File: config.mk
export PLATFORM = sky130hd
export DESIGN_NAME = pipelined_carry_adder_flat
export DESIGN_NICKNAME = d
export VERILOG_FILES = /design/src/rtl/pipelined_carry_adder_if.sv /design/src/rtl/pipelined_carry_adder.sv /design/src/flat_wrapper.sv
export SDC_FILE = /design/constraint.sdc
export NUM_CORES = 1
export LEC_CHECK = 0
export CORE_UTILIZATION = 28
export DETAILED_ROUTE_END_ITERATION = 16
export GPL_ROUTABILITY_DRIVEN = 0
export PLACE_DENSITY_LB_ADDON = 0.3
export SETUP_SLACK_MARGIN = 0.1
export SYNTH_ARGS = -nofsm -noshare
export SYNTH_HDL_FRONTEND = slang
export SYNTH_SLANG_ARGS = --single-unit
File: constraint.sdc
create_clock -name clk -period 4.43 [get_ports clk]
set_clock_uncertainty 0.2 [all_clocks]
set_input_delay 0.886 -clock clk [delete_from_list [all_inputs] [get_ports clk]]
set_output_delay 0.886 -clock clk [all_outputs]
set_load 0.01 [all_outputs]
File: src/rtl/pipelined_carry_adder_if.sv
// Operand/result bus of pipelined_carry_adder.
// Optional feature macro: PIPELINED_CARRY_ADDER_SUB_EN adds the 'sub' request bit.
//
// Handshake: on each side a beat transfers on a rising clock edge where
// valid && ready are both high. A producer holds its data stable while
// valid is high and ready is low. ready may depend on the consumer's
// state but never on the same side's valid.
interface pipelined_carry_adder_if #(
    parameter int WIDTH = 32
);
    logic             in_valid;
    logic             in_ready;
    logic [WIDTH-1:0] a;
    logic [WIDTH-1:0] b;
    logic             carryin;
`ifdef PIPELINED_CARRY_ADDER_SUB_EN
    logic             sub;
`endif
    logic             out_valid;
    logic             out_ready;
    logic [WIDTH-1:0] sum;
    logic             carryout;
    logic             overflow;

    // Adder side: takes operands, produces results.
    modport slave (
        input  in_valid, a, b, carryin,
`ifdef PIPELINED_CARRY_ADDER_SUB_EN
        input  sub,
`endif
        input  out_ready,
        output in_ready, out_valid, sum, carryout, overflow
    );

    // Client side: supplies operands, consumes results.
    modport master (
        output in_valid, a, b, carryin,
`ifdef PIPELINED_CARRY_ADDER_SUB_EN
        output sub,
`endif
        output out_ready,
        input  in_ready, out_valid, sum, carryout, overflow
    );
endinterface

File: src/rtl/pipelined_carry_adder.sv
// Pipelined WIDTH-bit adder: NSTAGES slices of STAGE_BITS each, one register
// stage per slice, carry passed between slices through registers.
// Optional feature macro: PIPELINED_CARRY_ADDER_SUB_EN (a - b mode via bus.sub).
//
// Slot k holds the sum bits computed so far (bits above slice k are don't-care),
// the carry out of slice k, and the full operand words so later slices can
// pick their bits. The B word is stored already inverted for subtraction, so
// the 'sub' request travels with its operands implicitly.
// The whole pipeline advances together when the output slot is empty or is
// being taken; otherwise everything holds.
module pipelined_carry_adder #(
    parameter int WIDTH      = 32,
    parameter int STAGE_BITS = 8
) (
    input  logic                    clk,
    input  logic                    reset,
    pipelined_carry_adder_if.slave  bus
);
    localparam int NSTAGES = WIDTH / STAGE_BITS;
    localparam int SB      = STAGE_BITS;

    logic                adv;
    logic [WIDTH-1:0]    b_eff;
    logic                cin_eff;

    logic [NSTAGES-1:0]  valid_q;
    logic [NSTAGES-1:0]  valid_d;
    logic [NSTAGES-1:0]  carry_q;
    logic [NSTAGES-1:0]  carry_d;
    logic [WIDTH-1:0]    a_q   [NSTAGES];
    logic [WIDTH-1:0]    b_q   [NSTAGES];
    logic [WIDTH-1:0]    sum_q [NSTAGES];
    logic [WIDTH-1:0]    sum_d [NSTAGES];
    logic                ovf_q;
    logic                ovf_d;

    // Inputs seen by each slice: slice 0 from the bus, slice k from slot k-1.
    logic [WIDTH-1:0]    src_a   [NSTAGES];
    logic [WIDTH-1:0]    src_b   [NSTAGES];
    logic [WIDTH-1:0]    src_sum [NSTAGES];
    logic [NSTAGES-1:0]  src_c;
    logic [SB:0]         slice_r [NSTAGES];

    assign adv = !valid_q[NSTAGES-1] || bus.out_ready;

    // Effective B operand and bit-0 carry (subtract = add inverted B plus one).
    always_comb begin
`ifdef PIPELINED_CARRY_ADDER_SUB_EN
        b_eff   = bus.sub ? ~bus.b : bus.b;
        cin_eff = bus.sub ? 1'b1 : bus.carryin;
`else
        b_eff   = bus.b;
        cin_eff = bus.carryin;
`endif
    end

    // Route each slice's operands, partial sum, carry-in and valid.
    always_comb begin
        src_a[0]   = bus.a;
        src_b[0]   = b_eff;
        src_sum[0] = '0;
        src_c[0]   = cin_eff;
        valid_d[0] = bus.in_valid;
        for (int k = 1; k < NSTAGES; k++) begin
            src_a[k]   = a_q[k-1];
            src_b[k]   = b_q[k-1];
            src_sum[k] = sum_q[k-1];
            src_c[k]   = carry_q[k-1];
            valid_d[k] = valid_q[k-1];
        end
    end

    // Per-slice STAGE_BITS add; the last slice also forms signed overflow.
    always_comb begin
        for (int k = 0; k < NSTAGES; k++) begin
            slice_r[k] = {1'b0, src_a[k][k*SB +: SB]}
                       + {1'b0, src_b[k][k*SB +: SB]}
                       + {{SB{1'b0}}, src_c[k]};
            sum_d[k]   = src_sum[k];
            sum_d[k][k*SB +: SB] = slice_r[k][SB-1:0];
            carry_d[k] = slice_r[k][SB];
        end
        ovf_d = (src_a[NSTAGES-1][WIDTH-1] == src_b[NSTAGES-1][WIDTH-1])
             && (slice_r[NSTAGES-1][SB-1] != src_a[NSTAGES-1][WIDTH-1]);
    end

    // Pipeline registers: reset clears valids and the output slot, adv shifts all.
    always_ff @(posedge clk) begin
        if (reset) begin
            valid_q              <= '0;
            carry_q              <= '0;
            sum_q[NSTAGES-1]     <= '0;
            ovf_q                <= 1'b0;
        end else if (adv) begin
            valid_q <= valid_d;
            carry_q <= carry_d;
            ovf_q   <= ovf_d;
            for (int k = 0; k < NSTAGES; k++) begin
                a_q[k]   <= src_a[k];
                b_q[k]   <= src_b[k];
                sum_q[k] <= sum_d[k];
            end
        end
    end

    assign bus.in_ready  = adv;
    assign bus.out_valid = valid_q[NSTAGES-1];
    assign bus.sum       = sum_q[NSTAGES-1];
    assign bus.carryout  = carry_q[NSTAGES-1];
    assign bus.overflow  = ovf_q;
endmodule
File: src/flat_wrapper.sv
// flat-port wrapper written by rule: the top's interface ports become plain ports
module pipelined_carry_adder_flat 
#(
    parameter int WIDTH      = 32,
    parameter int STAGE_BITS = 8
)
  (clk, reset, bus_in_valid, bus_a, bus_b, bus_carryin, bus_out_ready, bus_in_ready, bus_out_valid, bus_sum, bus_carryout, bus_overflow);
  pipelined_carry_adder_if #(.WIDTH(WIDTH)) bus_i ();
  input  logic clk;
  input  logic reset;
  input wire logic [$bits(bus_i.in_valid)-1:0] bus_in_valid;
  input wire logic [$bits(bus_i.a)-1:0] bus_a;
  input wire logic [$bits(bus_i.b)-1:0] bus_b;
  input wire logic [$bits(bus_i.carryin)-1:0] bus_carryin;
  input wire logic [$bits(bus_i.out_ready)-1:0] bus_out_ready;
  output wire logic [$bits(bus_i.in_ready)-1:0] bus_in_ready;
  output wire logic [$bits(bus_i.out_valid)-1:0] bus_out_valid;
  output wire logic [$bits(bus_i.sum)-1:0] bus_sum;
  output wire logic [$bits(bus_i.carryout)-1:0] bus_carryout;
  output wire logic [$bits(bus_i.overflow)-1:0] bus_overflow;
  assign bus_i.in_valid = bus_in_valid;
  assign bus_i.a = bus_a;
  assign bus_i.b = bus_b;
  assign bus_i.carryin = bus_carryin;
  assign bus_i.out_ready = bus_out_ready;
  assign bus_in_ready = bus_i.in_ready;
  assign bus_out_valid = bus_i.out_valid;
  assign bus_sum = bus_i.sum;
  assign bus_carryout = bus_i.carryout;
  assign bus_overflow = bus_i.overflow;
  pipelined_carry_adder #(.WIDTH(WIDTH), .STAGE_BITS(STAGE_BITS)) u_core (.clk(clk), .reset(reset), .bus(bus_i));
endmodule
# Word-level counts from Yosys, hierarchy flattened
# Memory sizes are Yosys's and may differ from the RTL's.
# Index checks and enable logic that the tools add are counted.
[word_totals] wordCells=26 input_bits=69 reg_bits=9 ram_bits=384 latchBits=0 mem_count=3 out_inout_bits=36 rom_bits=0
[mem_list] memory="u_core.a_q" depth=4 width=32 rd=3 rd_clocked_by_memory_dff=0 write_ports=4 line="pipelined_carry_adder.sv:30" rtl="logic [WIDTH-1:0] a_q [NSTAGES];"
[mem_list] memory="u_core.b_q" depth=4 width=32 rd=3 rd_clocked_by_memory_dff=0 write_ports=4 line="pipelined_carry_adder.sv:31" rtl="logic [WIDTH-1:0] b_q [NSTAGES];"
[mem_list] memory="u_core.sum_q" depth=4 width=32 rd=4 rd_clocked_by_memory_dff=0 write_ports=4 line="pipelined_carry_adder.sv:32" rtl="logic [WIDTH-1:0] sum_q [NSTAGES];"
[op_classes] order_cmp=0 reduce_logical=3 n_eq_ne=2 n_div=0 bitwise_logic=1 shift=0 add_sub_neg=8 mux=6 n_mul=0
[op_table] cell="8-bit by 8-bit adder with 9-bit output" n=4
[op_table] cell="9-bit by 1-bit adder with 9-bit output" n=4
[op_table] cell="32-bit 2-to-1 mux" n=1
[op_table] cell="1-bit 2-to-1 mux" n=5
[op_table] cell="1-bit equality test" n=1
[op_table] cell="1-bit logical AND" n=1
[op_table] cell="1-bit zero test" n=1
[op_table] cell="1-bit logical OR" n=1
[op_table] cell="1-bit != test" n=1
[op_table] cell="1-bit OR" n=1

# Logic depth before layout (Yosys ltp)
# Gate-level depths: netlist of the first run.
[depth] depth_word=6 ltp_mapped=9 mapped_depth_nobuf=8

# Worst setup path after synthesis of the first run
# No wires, ideal clock.
[synth_timing] kind="input to register" startpoint="input port bus_out_ready" endpoint="memory u_core.a_q[0][10] (enable)" path_stages=7 path_slack_ps=602 arrival_ps=3187 path_buffers=3 setup_time_ps=441 required_time_ps=3789 path_cell_list="nor2b_1 buf_2 inv_4 nand2b_1 buf_4 inv_2 buf_2"
[synth_rtl] element="start: declaration" line="flat_wrapper.sv:15" rtl="input wire logic [$bits(bus_i.out_ready)-1:0] bus_out_ready;"
[synth_rtl] element="end: declaration" line="pipelined_carry_adder.sv:30"

# Final worst setup path of the first run
[layout_timing] startpoint="input port bus_out_ready" endpoint="output port bus_in_ready"
[layout_between] elab_chain_cells=1
[layout_lines] element="1-bit logical OR" line="pipelined_carry_adder.sv:44" rtl="assign adv = !valid_q[NSTAGES-1] || bus.out_ready;"
[layout_lines] element="end: declaration" line="flat_wrapper.sv:16" rtl="output wire logic [$bits(bus_i.in_ready)-1:0] bus_in_ready;"
# No other way between the ends.

==> impl.org, run 1 <==
** Outcome
- Run status :: completed

** Floorplan
- Chip width :: around 160 um
- Measured along the y axis, the die boundary spans ~160 um.
- Area of the core :: about 0.025 mm2
- Die Outline Area :: roughly 0.026 mm2
- Rows :: 57
- For this configuration, the core starts out at a cell density of 0.289.
- 105 I/O pins were placed.

** Clocking
- TritonCTS clock tree :: built
- Clock input transition at the sequential cells of the worst setup and hold paths :: about 70 ps
- Clock buffer count from CTS :: 17
- H-tree Lvls :: 4
- Once the clock tree was built, the setup fixing pass inserted 0 buffers.
- CTS root buffer :: clkbuf_16
- In this run, post-CTS hold repair placed 0 buffers.
- Once the clock tree was built, the resizer swapped 0 gates to a different size.
- Clock Sink Count :: 185
- For the worst-skew pair, the clock arrives at the later sink with an insertion delay of 420 ps.
- No sink is reached through more buffers than the 2 on the longest clock path.

** Logic synthesis
- Async set-reset flop share out of synthesis :: 0
- Flop and latch count out of synthesis :: 185
- Number of nets in the synthesized netlist :: 511
- After synthesis, the share of cell area in mux cells is 0.00422.
- A synthesized cell averages 17.5 um2.
- The compound-gate portion of the synthesized area is 0.0562.
- Sequential element share of the synthesized area :: 0.768
- Cell area after technology mapping :: 0.00712 mm2
- Count of warnings emitted by yosys :: 0
- Synthesis instantiated 43 different standard cells from the library.
- Of the total synthesized cell area, the portion taken by AND, OR, NAND and NOR gates is 0.0631.
- Count of flip-flops with a built-in enable after synthesis :: roughly 180
- Of the total synthesized cell area, the portion taken by XOR and XNOR cells is 0.0234.
- Counting every instance in the synthesized netlist gives 406.
- Of the total synthesized cell area, the portion taken by full adders, half adders and majority gates is 0.0717.
- Most instantiated flip-flop cell in the synthesis netlist :: edfxtp_1
- After synthesis, the largest family of logic cells by area is adder cells.

** Pwr
- For this design the static power due to leakage is between 3 and 4 nW.
- Design internal power :: ~3 mW
- Clock power share :: 0.364
- The share of total power dissipated in combinational logic is 0.098.
- Pwr/cell area :: roughly 430 mW/mm2
- Sequential fraction of design power :: 0.537
- Net switching power :: 0.913 mW
- Of the total power, the share spent switching nets is 0.231.
- IR analysis of the VDD net gives a maximum drop of 0.000177 V.

** Placed design
- Input and output buffers added on the ports amount to around 100.
- Detailed Place HPWL :: roughly 7.6 mm
- Post-DP Area :: ~0.0086 mm2

** Global route
- Entering global routing, the biggest net connects around 130 pins.
- Global routing finished with a remaining overflow of 0.
- Antenna violations before repair :: 0
- First-pass GRT wire length :: 17.6 mm
- Number of global-route vias before repair :: roughly 3.6k
- Across every metal layer, demand over resource in global routing totals 0.0895.

** Route
- Remaining antenna violation count :: 0
- Number of detailed-route iterations in the first pass :: 4
- The detailed router finished its first iteration with roughly 140 violations.
- Number of vias per cell :: between 4 and 5
- Routed wire length per instance :: 12.9 um
- Number of DRC violations after detailed routing :: 0
- After detailed routing, the total wire length is approximately 11 mm.
- Vias after detailed routing :: roughly 3.5k

** Layout
- The library cell used most frequently in the layout, excluding fill and tap cells, is edfxtp_1.
- In the final layout, the share of cells above drive strength 1 is 0.0852.
- For this run, the post-layout net count is about 630.
- Antenna diode count :: 0
- The finished cells cover 0.00913 mm2.
- Most frequent cells in the layout :: edfxtp_1 (176), clkdlybuf4s50_1 (104), and2_1 (28), ha_1 (28), nor2_1 (18)
- Signed area change from the synthesized netlist to the final layout :: 28.2%

** STA
- Final critical path time including I/O delays and setup :: ~3600 ps
- Hold violation total from the final report :: 0
- Of the available clock period, the critical path in the final layout requires 0.817.
- Static timing analysis puts the maximum clock frequency at 0.276 GHz.
- Setup TNS :: 0 ps
- The final max-slew violation count was 0.
- At the pin with the least slew margin, the transition time is between 1000 and 1500 ps.
- Number of failing setup endpoints in the final timing report :: 0
- The worst pin sits at a relative slew slack of 0.281.
- Setup repair after global routing left no endpoint under its margin.
- Worst hold slack :: 215 ps

** Worst setup path
- Counting cells, the worst reg-to-reg path comes to 5.
- Setup crit end kind :: primary output
- Highest net fanout along the worst path :: 8
- The startpoint identified for the worst register-to-register timing path is u_core.valid_q[3].
- Required time reported for the critical path endpoint :: around 3300 ps
- The critical path is of the in -> out type.
- At the worst endpoint, the arrival time is approximately 2500 ps.
- Register-to-Register Setup Slack :: between 1500 and 2000 ps
- Tracing the worst setup path back leads to its startpoint at bus_out_ready.
- List of cells traversed by the critical path :: clkdlybuf4s50_1, nor2b_1, inv_4, buf_4, clkdlybuf4s50_1
- For this run, the slowest stage of the critical path takes ~500 ps.
- Cell with the most instances on the worst path :: clkdlybuf4s50_1
- In this run the critical register-to-register path is captured at u_core.a_q[0][12].
- Crit path to :: bus_in_ready
- Startpoint types :: input pin
- The slowest stage of the critical path is the nor2b_1 cell.

** Flow run
- Max_cap viols :: 0

** Worst hold path
- The min-delay analysis places its worst path in the category reg -> reg.
[registers in the layout, summed over array words and instances, names as in the netlist]
signal / cells
u_core.b_q: 48
u_core.valid_q: 4
u_core.bus.overflow: 1
u_core.carry_q: 4
u_core.sum_q: 80
u_core.a_q: 48
[per-stage QoR]
stage / utilization / total power, mW / std cells / worst slack [ps]
after floorplan: - / 2.37 / 406 / 602
after global placement: 0.348 / 2.55 / 832 / 716
after detailed placement: 0.348 / 2.56 / 832 / 627
after CTS: 0.371 / 4.01 / 864 / 822
after global routing: 0.371 / 4.11 / 864 / 743
final: 0.371 / 3.95 / 864 / 809
[logic make-up (layout without fill, tap and decap cells)]
logic type,count (synthesis),after routing
DFF,185,185
and+or+nand+nor,86,86
AOI/OAI and AO/OA,56,56
adders and majority gates,36,36
buffers and inverters,21,155
xor gates and xnor gates,19,19
muxes,3,3
[Yosys cell counts (2+ instances only)]
| cell type | instances | area share |
|---|---|---|
| nand4_1 | 2 | 0.0018 |
| buf_2 | 3 | 0.0021 |
| nor3_1 | 7 | 0.0049 |
| and2_1 | 28 | 0.025 |
| ha_1 | 28 | 0.049 |
| or2_1 | 2 | 0.0018 |
| dfxtp_1 | 9 | 0.025 |
| xnor2_1 | 12 | 0.015 |
| o31a_1 | 3 | 0.0037 |
| a21o_1 | 5 | 0.0053 |
| nor2_1 | 18 | 0.0095 |
| edfxtp_1 | 176 | 0.74 |
| nand3_1 | 2 | 0.0014 |
| a21oi_1 | 14 | 0.0098 |
| nand2b_1 | 2 | 0.0018 |
| o22ai_1 | 3 | 0.0026 |
| nor2b_1 | 5 | 0.0044 |
| o211ai_1 | 2 | 0.0021 |
| or2_2 | 2 | 0.0018 |
| xor2_1 | 7 | 0.0086 |
| a211oi_1 | 4 | 0.0042 |
| inv_1 | 13 | 0.0069 |
| a21oi_2 | 2 | 0.0025 |
| fa_1 | 8 | 0.022 |
| mux2i_1 | 3 | 0.0042 |
| o21a_1 | 7 | 0.0074 |
| nand2_1 | 15 | 0.0079 |
| o21ai_0 | 6 | 0.0042 |
| a31oi_1 | 4 | 0.0035 |
[worst min-delay path by stage]
| stage | cells past startpoint | to | startpoint |
|---|---|---|---|
| finish | 0 | u_core.a_q[1][20] | u_core.a_q[0][20] |
| floorplan | 0 | u_core.a_q[1][16] | u_core.a_q[0][16] |
| CTS | 0 | u_core.a_q[1][20] | u_core.a_q[0][20] |
| global route | 0 | u_core.a_q[1][20] | u_core.a_q[0][20] |
| global placement | 0 | u_core.a_q[2][25] | u_core.a_q[1][25] |
| detailed placement | 0 | u_core.a_q[1][20] | u_core.a_q[0][20] |
[power by group through the flow]
stage                     Sequential [mW]  Clock, mW  Combinational (mW)
after floorplan                      2.17          0               0.203
after global placement               2.16          0               0.385
after detailed placement             2.16          0               0.393
after CTS                            2.13       1.49               0.395
after global routing                 2.14       1.54               0.433
final                                2.12       1.44               0.388
[critical path, delay by kind of cell]
family	cells	cell delay [ps]
buffers and inverters	4	1140
and+or+nand+nor	1	500
[metal layers]
layer / up-vias / share of wire / track usage
li1: 1766 / - / -
met1: 1680 / 0.44 / 0.105
met2: 83 / 0.49 / 0.147
met3: 15 / 0.048 / 0.0311
met4: 0 / 0.020 / 0.0433
met5: - / 0 / 0
[cell type report]
class                   count  area [um2]
clock buffers              17         425
inverters                  15        63.8
repair buffers            108        1070
clock inverters            15         135
flip-flops and latches    185        5470
fillers                  2311       15500
multi-input cells         200        1560
well taps                 324         405
Note: power is estimated with default switching activity, not from simulation.
==> inputs of run 2 (changes only) <==
==> constraint.sdc (replaced) <==
create_clock -name clk -period 3.2 [get_ports clk]
set_clock_uncertainty 0.2 [all_clocks]
set_input_delay 0.64 -clock clk [delete_from_list [all_inputs] [get_ports clk]]
set_output_delay 0.64 -clock clk [all_outputs]
set_load 0.01 [all_outputs]
==> impl.org, run 2 (synthesis results as in run 1) <==
** Outcome
- Run status :: completed (unchanged)

** STA
- The final setup violation count is 0 (unchanged).
- Final critical path time including I/O delays and setup :: 2870 ps
- The slew at the pin with the worst max-slew slack is 815 ps (was 1080 ps).
- The relative slew slack came to 0.457 (was 0.281).
- RSZ-0062 raised after global routing: no (unchanged).
- Hold violation total from the final report :: 0 (unchanged)
- Final Max Tran Viols :: 0 (unchanged)
- Maximum frequency from static timing analysis :: 0.349 GHz
- The final setup TNS came to 0 ps (unchanged).
- In the finished design, the share of the clock period the worst path needs comes to 0.895.

** Floorplan
- The number of primary I/O pins is 105 (unchanged).
- Starting utilization of the core area :: 0.289 (unchanged)
- Area of the core :: 0.0246 mm2 (unchanged)
- Chip width :: 161 um (unchanged)
- The number of core rows is 57 (unchanged).
- The die area was 0.0261 mm2 (unchanged).
- Die boundary height :: 161 um (unchanged)

** Worst setup path
- The buffer and inverter count on the worst path is 1 (was 4).
- Startpoint types :: input pin (unchanged)
- Largest stage delay on the critical path :: 470 ps (was 500 ps)
- List of cells traversed by the critical path: clkdlybuf4s50_1, fa_1, fa_1, a211oi_1, nor2_1, or2_1, a21oi_1, xnor2_1 (was clkdlybuf4s50_1, nor2b_1, inv_4, buf_4, clkdlybuf4s50_1).
- The cell type of the slowest stage on the worst timing path is fa_1 (was nor2b_1).
- The gate family responsible for the most delay along the worst path was adder cells (was buffers and inverters).
- Required time reported for the critical path endpoint :: 3170 ps (was 3340 ps)
- The critical path arrival came to 2840 ps (was 2540 ps).
- Setup crit end kind :: flop (was primary output)
- The start-to-end type of the worst setup path is in -> reg (was in -> out).
- The largest fanout on the critical path came to 2 (was 8).
- Cell with the most instances on the worst path :: fa_1 (was clkdlybuf4s50_1)

** Layout
- The number of nets at the end of the flow was 642 (was 632).
- The total of fill cells in the finished design is 2330 (was 2311).
- Post-Layout Cell Count :: 873 (was 864)
- Fin util :: 0.374 (was 0.371)
- Max reg flops :: 80 (unchanged)
- Most frequent standard cell in the layout excluding fill and tap cells :: edfxtp_1 (unchanged)
- Layout cells sized above 1 :: 0.0947 (was 0.0852)
- Storage cell area :: 0.00547 mm2 (unchanged)
- Most frequent cells in the layout :: edfxtp_1 (176), clkdlybuf4s50_1 (104), and2_1 (28), ha_1 (28), nor2_1 (18) (unchanged)
- Biggest regs :: u_core.sum_q (80), u_core.a_q (48), u_core.b_q (48) (unchanged)
- Signed area change from the synthesized netlist to the final layout :: 29.4% (was 28.2%)
- The most flop-heavy register is u_core.sum_q (unchanged).
- Non-Filler Cell Area, Final :: 0.00921 mm2 (was 0.00913 mm2)
- Antenna diode count :: 0 (unchanged)
- Area occupied by multi-input gates :: 0.00156 mm2 (unchanged)

** Route
- DRC violation total after the first TritonRoute iteration :: 109 (was 139)
- The sum of met3 wire segment lengths after detailed routing came to 561 um (was 532 um).
- The detailed-route wire length on metal 1 is 4.86 mm (was 4.91 mm).
- Number of detailed-route iterations in the first pass :: 4 (unchanged)
- Remaining antenna violation count :: 0 (unchanged)
- The highest layer used for signal routing is met4 (unchanged).
- The total detailed-routing wirelength is 11.2 mm (was 11.1 mm).
- The total length of routed met2 wires came to 5.54 mm (was 5.46 mm).
- The average wire per cell in the routed design was 12.8 um (was 12.9 um).
- The total vias in the final route came to 3547 (was 3544).
- Number of DRC violations after detailed routing :: 0 (unchanged)
- Number of vias per cell :: 4.06 (was 4.10)

** Clocking
- The CTS buffer count came to 17 (unchanged).
- Number of cells upsized or downsized after cts :: 0 (unchanged)
- The post-CTS clock slew at the launch and capture registers of the worst setup and hold paths came to 60 ps (was 70 ps).
- Clock Sink Count :: 185 (unchanged)
- The number of setup buffers added after CTS is 0 (unchanged).
- Hold bufs inserted after CTS :: 0 (unchanged)
- TritonCTS clock tree :: built (unchanged)
- The buffer type at the clock tree root is clkbuf_16 (unchanged).
- The number of H-tree branching levels is 4 (unchanged).
- The clock latency reported for the late side of the worst-skew pair was 420 ps (about the same).
- Clock Tree Buf Depth :: 2 (unchanged)

** Global route
- The overflow left after global routing was 0 (unchanged).
- Largest net degree at the start of global routing :: 103 (was 129)
- Number of global-route vias before repair :: 3778 (was 3581)
- First-pass GRT wire length :: 18.1 mm (was 17.6 mm)
- Antenna violations before repair :: 0 (unchanged)
- Tot GR Track Use :: 0.0917 (was 0.0895)

** Placed design
- The cell area after placement was 0.00865 mm2 (was 0.00856 mm2).
- The placed instance count came to 842 (was 832).
- The number of input and output port buffers inserted was 104 (unchanged).
- Detailed Place HPWL :: 7.86 mm (was 7.56 mm)

** Worst hold path
- The type of the most critical hold path is reg -> reg (unchanged).

** Pwr
- The worst ir drop on vdd was 0.000231 V (was 0.000177 V).
- The static leakage came to 3.35 nW (was 3.31 nW).
- Total power after layout :: 5.48 mW (was 3.95 mW)
- The areal power density over the cells is 595 mW/mm2 (was 433 mW/mm2).

** Flow run
- The number of maximum-capacitance constraint violations was 0 (unchanged).
==> run 2: area by class of cell <==
type                    instances  share of cell area
well taps                     324              0.0440
clock buffers                  19              0.0470
flip-flops and latches        185               0.593
inverters                      15             0.00693
multi-input cells             200               0.169
repair buffers                118               0.126
clock inverters                12              0.0137
==> run 2: report_power, final <==
group | internal [mW] | leakage, nW | switching, mW
registers | 2.89 | 1.85 | 0.0544
clock network | 1.14 | 0.268 | 0.857
logic | 0.297 | 1.23 | 0.246
total | 4.33 | 3.35 | 1.16
==> run 2: per-layer routing <==
metal  vias up  GRT usage
met4         0     0.0416
met1      1670      0.105
met3        14     0.0311
met5         -          0
li1       1781          -
met2        82      0.154
==> run 2: path summary, 6_finish.rpt <==
| check | depth (start not counted) | slack (ps) | start | endpoint |
|---|---|---|---|---|
| min | 0 | 220 | u_core.sum_q[0][39] | u_core.sum_q[0][71] |
| max | 8 | 330 | bus_carryin | u_core.sum_q[0][6] |
| min reg2reg | 0 | 220 | u_core.sum_q[0][39] | u_core.sum_q[0][71] |
| max reg2reg | 8 | 770 | u_core.b_q[2][24] | u_core.sum_q[0][126] |
==> run 2: metrics by stage <==
stage | setup slack, ps | hold slack, ps
finish | 334 | 218
detailed placement | -54.9 | 205
global placement | -3.02 | 204
global route | 252 | 221
floorplan | 367 | 200
CTS | 373 | 216
==> inputs of run 3 (changes only) <==
--- a/config.mk
+++ b/config.mk
@@ -5,9 +5,11 @@
 export SDC_FILE = /design/constraint.sdc
 export NUM_CORES = 1
 export LEC_CHECK = 0
+export CORE_MARGIN = 8
 export CORE_UTILIZATION = 28
 export DETAILED_ROUTE_END_ITERATION = 16
 export GPL_ROUTABILITY_DRIVEN = 0
+export HOLD_SLACK_MARGIN = 0.02
 export PLACE_DENSITY_LB_ADDON = 0.3
 export SETUP_SLACK_MARGIN = 0.1
 export SYNTH_ARGS = -nofsm -noshare
==> impl.org, run 3 (synthesis results as in run 1) <==
** Floorplan
- Rows :: 58 (was 57)
- The core box area was 0.0251 mm2 (was 0.0246 mm2).
- Starting utilization of the core area :: 0.283 (was 0.289)
- Die Outline Area :: 0.0308 mm2 (was 0.0261 mm2)
- Number of primary I/O pins :: 105 (unchanged)
- Die boundary height :: 175 um (was 161 um)
- Chip width :: 175 um (was 161 um)

** STA
- Final critical path time including I/O delays and setup :: 2860 ps (was 2870 ps)
- Maximum frequency from static timing analysis :: 0.350 GHz (was 0.349 GHz)
- Slack of the critical path :: 340 ps (was 334 ps)
- Setup TNS :: 0 ps (unchanged)
- Portion of the clock cycle consumed by the worst path in the final layout :: 0.894 (was 0.895)
- The worst-case hold slack is 216 ps (was 218 ps).
- The final setup violation count is 0 (unchanged).
- Worst slew margin relative to its limit :: 0.662 (was 0.457)
- RSZ-0062 raised after global routing: no (unchanged).
- Hold violation total from the final report :: 0 (unchanged)
- The slew at the pin with the worst max-slew slack is 507 ps (was 815 ps).
- The final max-slew violation count was 0 (unchanged).

** Clocking
- The number of H-tree branching levels was 4 (unchanged).
- Hold bufs inserted after CTS :: 0 (unchanged)
- TritonCTS clock tree :: built (unchanged)
- Clock input transition at the sequential cells of the worst setup and hold paths :: 70 ps (was 60 ps)
- Number of cells upsized or downsized after cts :: 0 (unchanged)
- Post-CTS Setup Bufs :: 0 (unchanged)
- Clock Tree Buf Depth :: 2 (unchanged)
- The CTS buffer count came to 17 (unchanged).
- Clk_lat worst skew :: 420 ps (about the same)
- Clock Sink Count :: 185 (unchanged)
- The buffer type at the clock tree root was clkbuf_16 (unchanged).

** Route
- Total length of routed wires :: 12.2 mm (was 11.2 mm)
- The remaining number of nets flagged by the antenna check after routing came to 0 (unchanged).
- Number of vias per cell :: 4.10 (was 4.06)
- Routed wire length per instance :: 13.9 um (was 12.8 um)
- Number of DRC violations after detailed routing :: 0 (unchanged)
- The first-iteration detailed-routing DRC count came to 202 (was 109).
- The number of iterations in the first detailed-routing pass is 4 (unchanged).
- The total vias in the final route was 3592 (was 3547).

** Worst setup path
- Highest net fanout along the worst path :: 3 (was 2)
- Setup crit end kind :: primary output (was flop)
- Critical path data arrival time :: 2020 ps (was 2840 ps)
- The start-to-end type of the worst setup path was in -> out (was in -> reg).
- Required time reported for the critical path endpoint :: 2360 ps (was 3170 ps)
- Startpoint types :: input pin (unchanged)
- The flop-to-flop setup slack came to 800 ps (was 770 ps).

** Layout
- The flip-flop count of the largest register after layout is 80 (unchanged).
- The number of nets at the end of the flow was 640 (was 642).
- Antenna diode count :: 0 (unchanged)
- Layout cells sized above 1 :: 0.0932 (was 0.0947)
- Top register by number of flip-flops :: u_core.sum_q (unchanged)
- The area added between synthesis and finish is 29.8% (was 29.4%).
- Post-Layout Cell Count :: 877 (was 873)
- Biggest regs: u_core.sum_q (80), u_core.a_q (48), u_core.b_q (48) (unchanged).
- Non-Filler Cell Area, Final :: 0.00924 mm2 (was 0.00921 mm2)
- Most frequent cells in the layout: edfxtp_1 (176), clkdlybuf4s50_1 (104), and2_1 (28), ha_1 (28), nor2_1 (18) (unchanged).
- The most common library cell in the layout ignoring fill and taps is edfxtp_1 (unchanged).
- Fin util :: 0.368 (was 0.374)

** Global route
- First-pass GRT wire length :: 19.9 mm (was 18.1 mm)
- The pin count of the biggest net entering global routing is 62 (was 103).
- GRT overflow :: 0 (unchanged)
- The initial antenna violation count is 0 (unchanged).
- Number of global-route vias before repair :: 3907 (was 3778)
- Tot GR Track Use :: 0.0833 (was 0.0917)

** Placed design
- Post-DP Area :: 0.00867 mm2 (was 0.00865 mm2)
- Number of input and output port buffers inserted :: 104 (unchanged)
- Detailed Place HPWL :: 8.77 mm (was 7.86 mm)
- The placed instance count is 846 (was 842).
- Worst slack after detailed placement :: -88.1 ps (was -54.9 ps)

** Pwr
- The static leakage came to 3.36 nW (was 3.35 nW).
- The areal power density over the cells was 598 mW/mm2 (was 595 mW/mm2).
- Total power after layout :: 5.52 mW (was 5.48 mW)
- Largest vdd supply drop :: 0.000274 V (was 0.000231 V)

** Flow run
- Max_cap viols :: 0 (unchanged)

** Worst hold path
- Type of the most critical hold path :: reg -> reg (unchanged)

** Outcome
- Run status :: completed (unchanged)
[run 3: path summary, 6_finish.rpt]
| kind | depth (start not counted) | startpoint | endpoint |
|---|---|---|---|
| setup / recovery | 4 | bus_out_ready | bus_in_ready |
| hold reg to reg | 0 | u_core.b_q[0][27] | u_core.b_q[1][27] |
| hold / removal | 0 | u_core.b_q[0][27] | u_core.b_q[1][27] |
| setup reg to reg | 8 | u_core.a_q[0][8] | u_core.sum_q[0][46] |
[run 3: cell type report]
cell class	count	area, um2
clock inverter	13	140
multi-input combinational	200	1560
inverter	15	63.8
sequential	185	5470
fill	2366	15900
tap	330	413
timing repair buffer	116	1170
clock buffer	18	429
[run 3: critical path, cell delays in order]
cell and delay, ps:
clkdlybuf4s50_1 410, nor2b_1 380, inv_4 90, clkdlybuf4s50_1 500
[run 3: layer usage]
| metal | track usage | up-vias | wire length, um |
|---|---|---|---|
| met3 | 0.0322 | 13 | 688 |
| li1 | - | 1780 | - |
| met5 | 0 | - | 0 |
| met2 | 0.135 | 80 | 5810 |
| met1 | 0.0972 | 1719 | 5550 |
| met4 | 0.0367 | 0 | 179 |
[run 3: power by group]
group	leakage (nW)	switching, mW	total, mW	internal (mW)
clock	0.278	0.935	2.03	1.10
sequential	1.85	0.0562	2.94	2.88
combinational	1.23	0.253	0.552	0.299
